## src/rtl/div_clock_monitor.sv

```systemverilog
// Measures period and high time of a clk-synchronous divided clock, with lock and stall flags.
// Optional duty-cycle check is built only when DIVMON_DUTY_CHECK_EN is defined.
module div_clock_monitor #(
    parameter int CNT_W      = 8,
    parameter int LOCK_COUNT = 3
) (
    input  logic             clk,
    input  logic             resetn,
    input  logic             div_in,
    output logic [CNT_W:0]   period,
    output logic [CNT_W-1:0] high_len,
    output logic             period_valid,
    output logic             locked,
    output logic             stalled,
    output logic             duty_err
);

    typedef enum logic [1:0] {IDLE, HIGH, LOW} state_t;

    localparam logic [CNT_W-1:0] RUN_ONE  = CNT_W'(1);
    localparam logic [CNT_W-1:0] RUN_LAST = {{(CNT_W-1){1'b1}}, 1'b0};
    localparam logic [3:0]       LOCK_N   = 4'(LOCK_COUNT);

    state_t           state;
    logic             div_q;
    logic [CNT_W-1:0] high_cnt;
    logic [CNT_W-1:0] low_cnt;
    logic [3:0]       match_cnt;

    logic             rise;
    logic [CNT_W:0]   new_period;
    logic             same_pair;
    logic [3:0]       next_match;

    assign rise       = div_in & ~div_q;
    assign new_period = {1'b0, high_cnt} + {1'b0, low_cnt};
    assign same_pair  = (new_period == period) && (high_cnt == high_len);

    // match_cnt == 0 marks the first period after IDLE, which never counts as a match
    always_comb begin
        next_match = 4'd1;
        if (match_cnt != 4'd0 && same_pair) begin
            if (match_cnt >= LOCK_N)
                next_match = LOCK_N;
            else
                next_match = match_cnt + 4'd1;
        end
    end

`ifdef DIVMON_DUTY_CHECK_EN
    logic [CNT_W-1:0] half_period;
    logic             duty_bad;

    assign half_period = new_period[CNT_W:1];
    assign duty_bad    = !((high_cnt == half_period) ||
                           (new_period[0] && (high_cnt == half_period + RUN_ONE)));
`else
    assign duty_err = 1'b0;
`endif

    always_ff @(posedge clk or negedge resetn) begin
        if (!resetn) begin
            state        <= IDLE;
            div_q        <= 1'b0;
            high_cnt     <= '0;
            low_cnt      <= '0;
            match_cnt    <= 4'd0;
            period       <= '0;
            high_len     <= '0;
            period_valid <= 1'b0;
            locked       <= 1'b0;
            stalled      <= 1'b0;
`ifdef DIVMON_DUTY_CHECK_EN
            duty_err     <= 1'b0;
`endif
        end else begin
            div_q        <= div_in;
            period_valid <= 1'b0;
            case (state)
                IDLE: begin
                    high_cnt <= '0;
                    low_cnt  <= '0;
                    if (rise) begin
                        high_cnt <= RUN_ONE;
                        state    <= HIGH;
                    end
                end
                HIGH: begin
                    if (div_in) begin
                        if (high_cnt == RUN_LAST) begin
                            stalled   <= 1'b1;
                            locked    <= 1'b0;
                            match_cnt <= 4'd0;
                            high_cnt  <= '0;
                            low_cnt   <= '0;
                            state     <= IDLE;
`ifdef DIVMON_DUTY_CHECK_EN
                            duty_err  <= 1'b0;
`endif
                        end else begin
                            high_cnt <= high_cnt + RUN_ONE;
                        end
                    end else begin
                        low_cnt <= RUN_ONE;
                        state   <= LOW;
                    end
                end
                LOW: begin
                    if (!div_in) begin
                        if (low_cnt == RUN_LAST) begin
                            stalled   <= 1'b1;
                            locked    <= 1'b0;
                            match_cnt <= 4'd0;
                            high_cnt  <= '0;
                            low_cnt   <= '0;
                            state     <= IDLE;
`ifdef DIVMON_DUTY_CHECK_EN
                            duty_err  <= 1'b0;
`endif
                        end else begin
                            low_cnt <= low_cnt + RUN_ONE;
                        end
                    end else begin
                        period       <= new_period;
                        high_len     <= high_cnt;
                        period_valid <= 1'b1;
                        stalled      <= 1'b0;
                        match_cnt    <= next_match;
                        locked       <= (next_match >= LOCK_N);
                        high_cnt     <= RUN_ONE;
                        low_cnt      <= '0;
                        state        <= HIGH;
`ifdef DIVMON_DUTY_CHECK_EN
                        duty_err     <= duty_bad;
`endif
                    end
                end
                default: state <= IDLE;
            endcase
        end
    end

endmodule

```

## config.mk

```make
export PLATFORM = sky130hd
export DESIGN_NAME = div_clock_monitor
export DESIGN_NICKNAME = d
export VERILOG_FILES = /design/src/rtl/div_clock_monitor.sv
export SDC_FILE = /design/constraint.sdc
export NUM_CORES = 1
export LEC_CHECK = 0
export BUFFER_PORTS_ARGS = -buffer_cell sky130_fd_sc_hd__buf_2
export CAP_MARGIN = 20
export CORE_MARGIN = 8
export CORE_UTILIZATION = 62
export CTS_BUF_LIST = sky130_fd_sc_hd__clkbuf_8
export DETAILED_ROUTE_END_ITERATION = 10
export MAX_ROUTING_LAYER = met4
export PLACE_DENSITY = 0.88
export SLEW_MARGIN = 5
export SYNTH_ARGS = -nofsm -noshare
export SYNTH_HDL_FRONTEND = slang
export SYNTH_SLANG_ARGS = --single-unit
```

## constraint.sdc

```tcl
create_clock -name clk -period 5.6 [get_ports clk]
set_clock_uncertainty 0.05 [all_clocks]
set_input_delay 0.28 -clock clk [delete_from_list [all_inputs] [get_ports clk]]
set_output_delay 0.28 -clock clk [all_outputs]
set_load 0.1 [all_outputs]
```

# Yosys cells after proc, flatten, opt, wreduce, memory -nomap -nowiden
# Index checks and enable logic that the tools add are counted.
# classes
add_sub_neg	4
order_cmp	2
eq_ne	11
mux	36
n_bitwise	2
n_reduce_logical	11
# op_table
op	n
8-bit 2-to-1 mux	8
8-bit one-hot mux with 3 select lines	2
4-bit 2-to-1 mux	6
8-bit by 1-bit adder with 8-bit output, second input constant	2
8-bit equality test, second input constant	2
1-bit 2-to-1 mux	11
2-bit 2-to-1 mux	5
8-bit by 8-bit adder with 9-bit output	1
9-bit equality test	1
8-bit equality test	1
4-bit by 2-bit greater-or-equal comparator with 1-bit output, second input constant	2
4-bit one-hot mux with 2 select lines	1
2-bit != test, second input constant	3
3-bit != test, second input constant	2
2-bit one-hot mux with 3 select lines	1
3-bit AND reduction	2
4-bit by 1-bit adder with 4-bit output, second input constant	1
1-bit one-hot mux with 2 select lines	2
2-bit AND reduction	2
4-bit AND reduction	1
4-bit nonzero test	1
3-bit nonzero test	1
2-bit by 1-bit equality test with 1-bit output, second input constant	1
2-bit equality test, second input constant	1
5 further kinds	6
# totals
register_bits	43
inputBits	3
output_inout_bits	21
word_cells	76

# Logic depth before layout (Yosys ltp)
# Gate-level depths: netlist (run 1).
# logic_depth
word_depth	8
mapped_depth	8
depth_no_buf	8

# Worst setup path before layout (run 1)
# Ideal clock, no wire load.
# synth_path
path_kind	register -> register
start	register high_cnt[0]
end	register match_cnt[0]
setup_ns	0.129
arrival_time_ns	2.557
required_time_ns	5.421
slack_ns	2.864
stages_incl_launch_ff	9
path_buffers	0
period_less_slack_ns	2.736
path_cell_list	dfrtp_1 > ha_1 > fa_1 > and3_1 > or2_2 > a311o_1 > nor4_2 > nand4b_1 > o41a_1
# synth_between
elab_chain_len	7
elab_cells_between_ends	11
cone_classes	add/sub (1); eq/ne (4); mux (3); reduce/logical (3)
# synth_lines
item	line	source
start, declared	26	logic [CNT_W-1:0] high_cnt;
start signal, assigned	101	high_cnt <= high_cnt + RUN_ONE;
8-bit by 8-bit adder with 9-bit output	36	assign new_period = {1'b0, high_cnt} + {1'b0, low_cnt};
9-bit equality test	37	assign same_pair = (new_period == period) && (high_cnt == high_len);
1-bit logical AND	37	
1-bit logical AND	42	if (match_cnt != 4'd0 && same_pair) begin
4-bit 2-to-1 mux	42	
4-bit 2-to-1 mux	109	if (!div_in) begin
4-bit one-hot mux with 2 select lines	79	case (state)
end signal, assigned	128	match_cnt <= next_match;
end, declared	28	logic [3:0] match_cnt;
# Parallel ways exist; a longest one is shown, timed or not.
# A chain may end at the register's enable or synchronous reset.

# Worst setup path in the final report (run 1)
# Same ends and word-level chain as after synthesis.

==> out/summary.txt, run 1 <==
CRITICAL PATH
------------------------------------------------------------------------------------
Classification of the worst setup path                                  register to register
Cell Chain, Critical Path                                               ha_1 -> fa_1 -> a21o_1 -> a221oi_1 -> nor3_1 -> a311oi_1 -> nand4b_1 -> o41a_1
Worst r2r src                                                           high_cnt[0]$_DFFE_PN0P_
Count of cells along the worst register-to-register path                           8
Endpoint of the most critical setup path                                match_cnt[0]$_DFFE_PN0P_
Register-to-Register Setup Slack                                             2580 ps
Worst path required time                                                     5740 ps
Max FO, Critical Path                                                              6
Worst endpoint data arrival time                                             3160 ps
Setup crit start kind                                                       register
Critical Path Source                                                    high_cnt[0]$_DFFE_PN0P_
Crit path largest cell delay                                                  600 ps
Crit path capture type                                                      register
Slowest cell on the critical path                                       sky130_fd_sc_hd__a221oi_1
End of the worst register-to-register path                              match_cnt[0]$_DFFE_PN0P_

PLACE
------------------------------------------------------------------------------------
HPWL after DPL                                                               4420 um
IO buf count                                                                      22
Gpl congestion                                                                 0.906
Post-Place Setup Slack                                                       2620 ps

STA
------------------------------------------------------------------------------------
Post-route setup TNS                                                            0 ps
Number of hold violations in the final report                                      0
Final period utilization                                                       53.9%
Fin crit period                                                              3020 ps
Setup ws final                                                               2580 ps
Setup violators final                                                              0
Worst hold slack across all endpoints                                        58.5 ps
Setup repair after global routing missed its margin                            false
Max transition margin                                                          36.3%
Final Slew Violations                                                              0
Max frequency                                                              0.331 GHz
Worst Max-Slew Pin Slew                                                       953 ps

STATUS
------------------------------------------------------------------------------------
Outcome                                                                 finished clean

FLOORPLANNING
------------------------------------------------------------------------------------
I/O pins                                                                          24
Total core area                                                             4350 um2
Width of the die                                                             83.0 um
Die Area                                                                    6890 um2
Placement Rows                                                                    24
Starting Density                                                               63.9%
Floorplan die height                                                         83.0 um

YOSYS
------------------------------------------------------------------------------------
Proportion of synthesized flip-flops having asynchronous set or reset           100%
Net count of the mapped netlist                                                  321
Post-synthesis sequential area ratio                                           38.7%
Number of synthesized register bits                                               43
Synth Flop Type                                                         sky130_fd_sc_hd__dfrtp_1
Leading post-synthesis cells by cell area                               sky130_fd_sc_hd__dfrtp_1, sky130_fd_sc_hd__ha_1, sky130_fd_sc_hd__o21ai_0
Post-Syn Area                                                               2780 um2
Avg Inst Size Synth                                                         9.31 um2
Most frequent cells after synthesis                                     sky130_fd_sc_hd__dfrtp_1, sky130_fd_sc_hd__nor2_1, sky130_fd_sc_hd__o21ai_0
Post-synth EDFFs                                                                   0
Fraction of synthesized cell area taken by the top area cell type              38.7%
Cell taking the most area after synthesis                               sky130_fd_sc_hd__dfrtp_1
Total of warnings raised by yosys                                                  0
Number of instances in the synthesized netlist                                   299
Number of library cell types mapped by synthesis                                  53
Most instantiated library cell after synthesis                          sky130_fd_sc_hd__dfrtp_1

DRT
------------------------------------------------------------------------------------
Via-to-Cell Ratio                                                               6.29
Total vias in the final route                                                   2335
WL/cell                                                                      16.2 um
TritonRoute pass-1 iters                                                           5
Remaining DRCs                                                                     0
Detailed Route Iter0 Violations                                                  165
Antenna-violating nets left                                                        0
Total Wirelength                                                             6000 um

CLOCK NETWORK
------------------------------------------------------------------------------------
# H-tree levels                                                                    2
CTS max path bufs                                                                  2
Clock insertion delay at the later pin of the skew report                     300 ps
Number of clock sinks                                                             43
Clk Tree Root Cell                                                      sky130_fd_sc_hd__clkbuf_8
Post-cts sizing count                                                              0
Post CTS Setup Buffer Count                                                        0
Clock slew at reported path FFs                                                90 ps
TritonCTS buffer count                                                             5
Post-CTS Hold Buffers                                                              0
Clock tree from TritonCTS                                                       done

LAYOUT
------------------------------------------------------------------------------------
Number of nets in the layout                                                     340
Fill cell total of the finished layout                                           347
Area Overhead vs Synth                                                         7.91%
Share of layout cells above drive strength 1                                   13.8%
Diode insertion count for antenna repair                                           0

POWER
------------------------------------------------------------------------------------
Peak supply drop                                                              234 uV
Total leakage power                                                          1.50 nW
Power Dens Cells                                                          383 nW/um2

GRT
------------------------------------------------------------------------------------
Overall track demand over capacity in global routing                           18.0%
Largest net degree at the start of global routing                                 44
Wire length of the first global-routing pass                                10300 um
Antenna violations before repair                                                   0
Sum of overflow across all layers after global routing                             0
Vias in the first global route                                                  2224

RUN
------------------------------------------------------------------------------------
Number of maximum-capacitance violations                                           0

WORST HOLD PATH
------------------------------------------------------------------------------------
Hold/Removal Path Class                                                 input port to asynchronous set/reset pin

cells in the final DEF (no fill, tap or decap), drive strengths merged, types with 3 or more instances in the layout:
cell    instances
and2            3
a21o            9
o21ai          28
nor2           27
inv            13
ha             18
o31ai           3
a211oi          4
nor4b           3
dfrtp          43
xor2           12
mux2           10
nand3           9
buf            23
clkbuf          5
xnor2          12
a21oi          11
and3            7
o21a            3
o21bai          3
nand2          24
nand4           8
nor3            3
or3             5
routing by layer:
| metal | track usage [%] | wire length, um | vias up |
|---|---|---|---|
| li1 | - | - | 1122 |
| met1 | 21.0 | 2650 | 1119 |
| met2 | 29.3 | 2890 | 81 |
| met3 | 4.00 | 335 | 13 |
| met4 | 7.35 | 126 | 0 |
| met5 | - | 0 | - |
per-stage QoR:
step / cells / util (%) / total power [mW] / instance area, um2
after floorplan: 299 / - / 0.838 / 2780
after global placement: 363 / 66.9 / 0.937 / 2910
after detailed placement: 363 / 66.9 / 0.949 / 2910
after CTS: 371 / 69.0 / 1.16 / 3000
after global routing: 371 / 69.0 / 1.22 / 3000
final: 371 / 69.0 / 1.15 / 3000
layout make-up:
type	count	area [um2]	share of cell area, %
Multi-Input combinational cell	233	1610	53.5
Clock buffer	5	68.8	2.29
Inverter	12	45.0	1.50
Tap cell	52	65.1	2.17
Clock inverter	3	23.8	0.791
Timing Repair Buffer	23	118	3.92
Sequential cell	43	1080	35.8
sequential cells by signal (all words and copies together) (netlist names):
signal and count:
stalled 1, match_cnt 4, state 2, high_cnt 8
low_cnt 8, period_valid 1, period 9, locked 1
high_len 8, div_q 1
cell families after synthesis:
group | after synthesis | share of synthesized area (%)
adders and majority gates | 19 | 8.81
buffers and inverters | 23 | 3.60
other | 1 | 0.135
and+or+nand+nor | 98 | 17.6
DFF | 43 | 38.7
AOI/OAI and AO/OA | 80 | 19.2
muxes | 11 | 4.40
xor gates and xnor gates | 24 | 7.55
worst max-delay path: cells and delay by family, from the launching register on:
family | cells | cell delay (ps)
flops | 1 | 460
simple gates | 2 | 310
compound gates | 4 | 1370
fa+ha+maj | 2 | 710
how the worst min path moves through the flow:
| stage | start | to | slack [ps] | cells after the start |
|---|---|---|---|---|
| 3_5_place_dp | locked$_DFFE_PN0P_ | locked$_DFFE_PN0P_ | 420 | 2 |
| 4_1_cts | resetn | high_cnt[5]$_DFFE_PN0P_ | 100 | 1 |
| 6_report | resetn | stalled$_DFFE_PN0P_ | 60 | 1 |
| 5_1_grt | resetn | high_len[1]$_DFFE_PN0P_ | 130 | 1 |
| 3_3_place_gp | resetn | stalled$_DFFE_PN0P_ | 420 | 1 |
| 2_1_floorplan | resetn | div_q$_DFF_PN0_ | -70 | 0 |
report_power, final:
part	total, mW	switching, mW	internal, mW
registers	0.400	0.0484	0.352
logic	0.547	0.384	0.162
clock network	0.205	0.116	0.0892
total	1.15	0.548	0.603
No activity file was read; power rests on OpenSTA's default activity.
==> inputs of run 2 (changes only) <==
- ABC_AREA: unset -> 1
- CORE_UTILIZATION: 62 -> 56
- PLACE_DENSITY: 0.88 -> 0.84
- clock period: 5.6 -> 2.51 ns (I/O delays scaled with it)
==> out/summary.txt, run 2 <==
YOSYS
------------------------------------------------------------------------------------
Most instantiated library cell after synthesis                          sky130_fd_sc_hd__nand2_1
Net count of the mapped netlist                                                  420
Post-synthesis sequential area ratio                                           37.4%
Number of library cell types mapped by synthesis                                  40
Cell taking the most area after synthesis                               sky130_fd_sc_hd__dfrtp_1
Leading post-synthesis cells by cell area                               sky130_fd_sc_hd__dfrtp_1, sky130_fd_sc_hd__nand2_1, sky130_fd_sc_hd__ha_1
Post-Syn Area                                                               2880 um2
Fraction of synthesized cell area taken by the top area cell type              37.4%
Synth Flop Type                                                         sky130_fd_sc_hd__dfrtp_1
Number of instances in the synthesized netlist                                   398
Proportion of synthesized flip-flops having asynchronous set or reset           100%
Number of synthesized register bits                                               43
Post-synth EDFFs                                                                   0
Total of warnings raised by yosys                                                  0
Most frequent cells after synthesis                                     sky130_fd_sc_hd__nand2_1, sky130_fd_sc_hd__inv_1, sky130_fd_sc_hd__dfrtp_1
Avg Inst Size Synth                                                         7.23 um2

GRT
------------------------------------------------------------------------------------
Largest net degree at the start of global routing                                 44
Sum of overflow across all layers after global routing                             0
Overall track demand over capacity in global routing                           19.8%
Wire length of the first global-routing pass                                11700 um
Antenna violations before repair                                                   0
Vias in the first global route                                                  2668

FLOORPLANNING
------------------------------------------------------------------------------------
Starting Density                                                               57.1%
Die Area                                                                    7690 um2
Placement Rows                                                                    26
I/O pins                                                                          24
Width of the die                                                             87.7 um
Floorplan die height                                                         87.7 um
Total core area                                                             5040 um2

LAYOUT
------------------------------------------------------------------------------------
Number of nets in the layout                                                     451
Biggest register                                                              period
Flip-flop count of the largest register, all copies and words added                9
Diode insertion count for antenna repair                                           0
Area Overhead vs Synth                                                         12.7%
Commonest non-fill, non-tap cells in the layout                         sky130_fd_sc_hd__nand2_1, sky130_fd_sc_hd__inv_1, sky130_fd_sc_hd__dfrtp_1, sky130_fd_sc_hd__nor2_1, sky130_fd_sc_hd__nand3_1
Final core area utilization                                                    64.3%
Share of layout cells above drive strength 1                                   13.3%
Leading cell type in the layout, fill and taps excluded                 sky130_fd_sc_hd__nand2_1
Post-route non-filler standard cell count                                        500

DRT
------------------------------------------------------------------------------------
Total vias in the final route                                                   2624
Total Wirelength                                                             6680 um
Antenna-violating nets left                                                        0
TritonRoute pass-1 iters                                                           4
Via-to-Cell Ratio                                                               5.25
Met3 WL                                                                       267 um
Remaining DRCs                                                                     0
Top routing layer in use                                                        met4
Detailed Route Iter0 Violations                                                  125
WL/cell                                                                      13.4 um
Total length of routed met2 wires                                            3360 um
Post-Route M1 WL                                                             2950 um

CRITICAL PATH
------------------------------------------------------------------------------------
Classification of the worst setup path                                  register to register
End of the worst register-to-register path                              match_cnt[1]$_DFFE_PN0P_
Worst endpoint data arrival time                                             2510 ps
Endpoint of the most critical setup path                                match_cnt[1]$_DFFE_PN0P_
Setup crit start kind                                                       register
Worst path required time                                                     2690 ps
Register-to-Register Setup Slack                                              190 ps
Worst r2r src                                                           low_cnt[0]$_DFFE_PN0P_
Max FO, Critical Path                                                              4
Critical Path Source                                                    low_cnt[0]$_DFFE_PN0P_
Count of cells along the worst register-to-register path                          14
Crit path capture type                                                      register

POWER
------------------------------------------------------------------------------------
Total leakage power                                                          1.69 nW
Final total power                                                            3.04 mW
Peak supply drop                                                              684 uV
Power Dens Cells                                                          936 nW/um2

PLACE
------------------------------------------------------------------------------------
Post-Place Setup Slack                                                        190 ps
IO buf count                                                                      22
# placed instances                                                               488
HPWL after DPL                                                               5040 um
Gpl congestion                                                                 0.912

STA
------------------------------------------------------------------------------------
Final period utilization                                                       92.6%
Max transition margin                                                          63.1%
Setup ws final                                                                185 ps
Final Slew Violations                                                              0
Worst Max-Slew Pin Slew                                                       553 ps
Fin crit period                                                              2320 ps
Post-route setup TNS                                                            0 ps
Number of hold violations in the final report                                      0
Max frequency                                                              0.430 GHz
Setup violators final                                                              0
Setup repair after global routing missed its margin                            false

STATUS
------------------------------------------------------------------------------------
Outcome                                                                 finished clean

CLOCK NETWORK
------------------------------------------------------------------------------------
Clock insertion delay at the later pin of the skew report                     310 ps
# H-tree levels                                                                    2
Clock slew at reported path FFs                                                90 ps
Clock tree from TritonCTS                                                       done
Clk Tree Root Cell                                                      sky130_fd_sc_hd__clkbuf_8
CTS max path bufs                                                                  2
Number of clock sinks                                                             43
TritonCTS buffer count                                                             5

RUN
------------------------------------------------------------------------------------
Number of maximum-capacitance violations                                           0

WORST HOLD PATH
------------------------------------------------------------------------------------
Hold/Removal Path Class                                                 input port to asynchronous set/reset pin

## run 2: critical path: stages (launching register included)
cell                      delay (ps)
sky130_fd_sc_hd__dfrtp_1         420
sky130_fd_sc_hd__ha_1            230
sky130_fd_sc_hd__fa_1            500
sky130_fd_sc_hd__inv_1            60
sky130_fd_sc_hd__nand2_1          50
sky130_fd_sc_hd__nand2_1          50
sky130_fd_sc_hd__nor2_1           90
sky130_fd_sc_hd__nand2_1          60
sky130_fd_sc_hd__nor2_1          150
sky130_fd_sc_hd__nand3_1         100
sky130_fd_sc_hd__nor2_1           90
sky130_fd_sc_hd__nand2_1          50
sky130_fd_sc_hd__nor2_1          140
sky130_fd_sc_hd__nand3_1         110
sky130_fd_sc_hd__o21ai_1         100
## run 2: kinds of logic after synthesis
kind of cell,Yosys count,synth area share [%]
simple gates,209,33.3
buf+inv,71,9.57
compound gates,51,9.83
flops,43,37.4
fa+ha+maj,19,8.52
xor+xnor,4,1.22
other cells,1,0.130
## run 2: layout make-up
class	instances	area [um2]
multi-input combinational	284	1530
tap	70	87.6
clock inverter	2	35.0
clock buffer	6	82.6
inverter	67	256
sequential	43	1080
fill	447	1800
timing repair buffer	28	180
## run 2: metrics by stage
step | cell area, um2 | hold WS (ps)
after floorplan | 2880 | -220
after global placement | 3070 | 270
after detailed placement | 3070 | 273
after CTS | 3210 | 455
after global routing | 3240 | 303
final | 3240 | 260
## run 2: worst min path at each step
stage,start,to,slack [ps]
global route,resetn,period[7]$_DFFE_PN0P_,300
CTS,locked$_DFFE_PN0P_,locked$_DFFE_PN0P_,450
detailed placement,resetn,period[3]$_DFFE_PN0P_,270
global placement,resetn,period[7]$_DFFE_PN0P_,270
floorplan,resetn,div_q$_DFF_PN0_,-220
finish,resetn,period[7]$_DFFE_PN0P_,260
## run 2: where the power goes
| group | leakage (nW) | internal (mW) | total [mW] | switching [mW] |
|---|---|---|---|---|
| Combinational | 1.05 | 0.409 | 1.52 | 1.11 |
| Clock | 0.0612 | 0.322 | 0.580 | 0.257 |
| Sequential | 0.582 | 0.815 | 0.936 | 0.122 |
## run 2: routing by layer
metal / up-vias / global-route usage, %
met5: - / -
met2: 51 / 33.4
met1: 1236 / 22.7
li1: 1328 / -
met3: 9 / 3.85
met4: 0 / 7.19
## run 2: what timing repair did
item / in CTS / in global routing
gates resized for setup: 0 / 0
hold buffers: 2 / 0
endpoints found under the hold margin: 44 / 0
endpoints found under the setup margin: 0 / 1
buffers inserted: 0 / 1
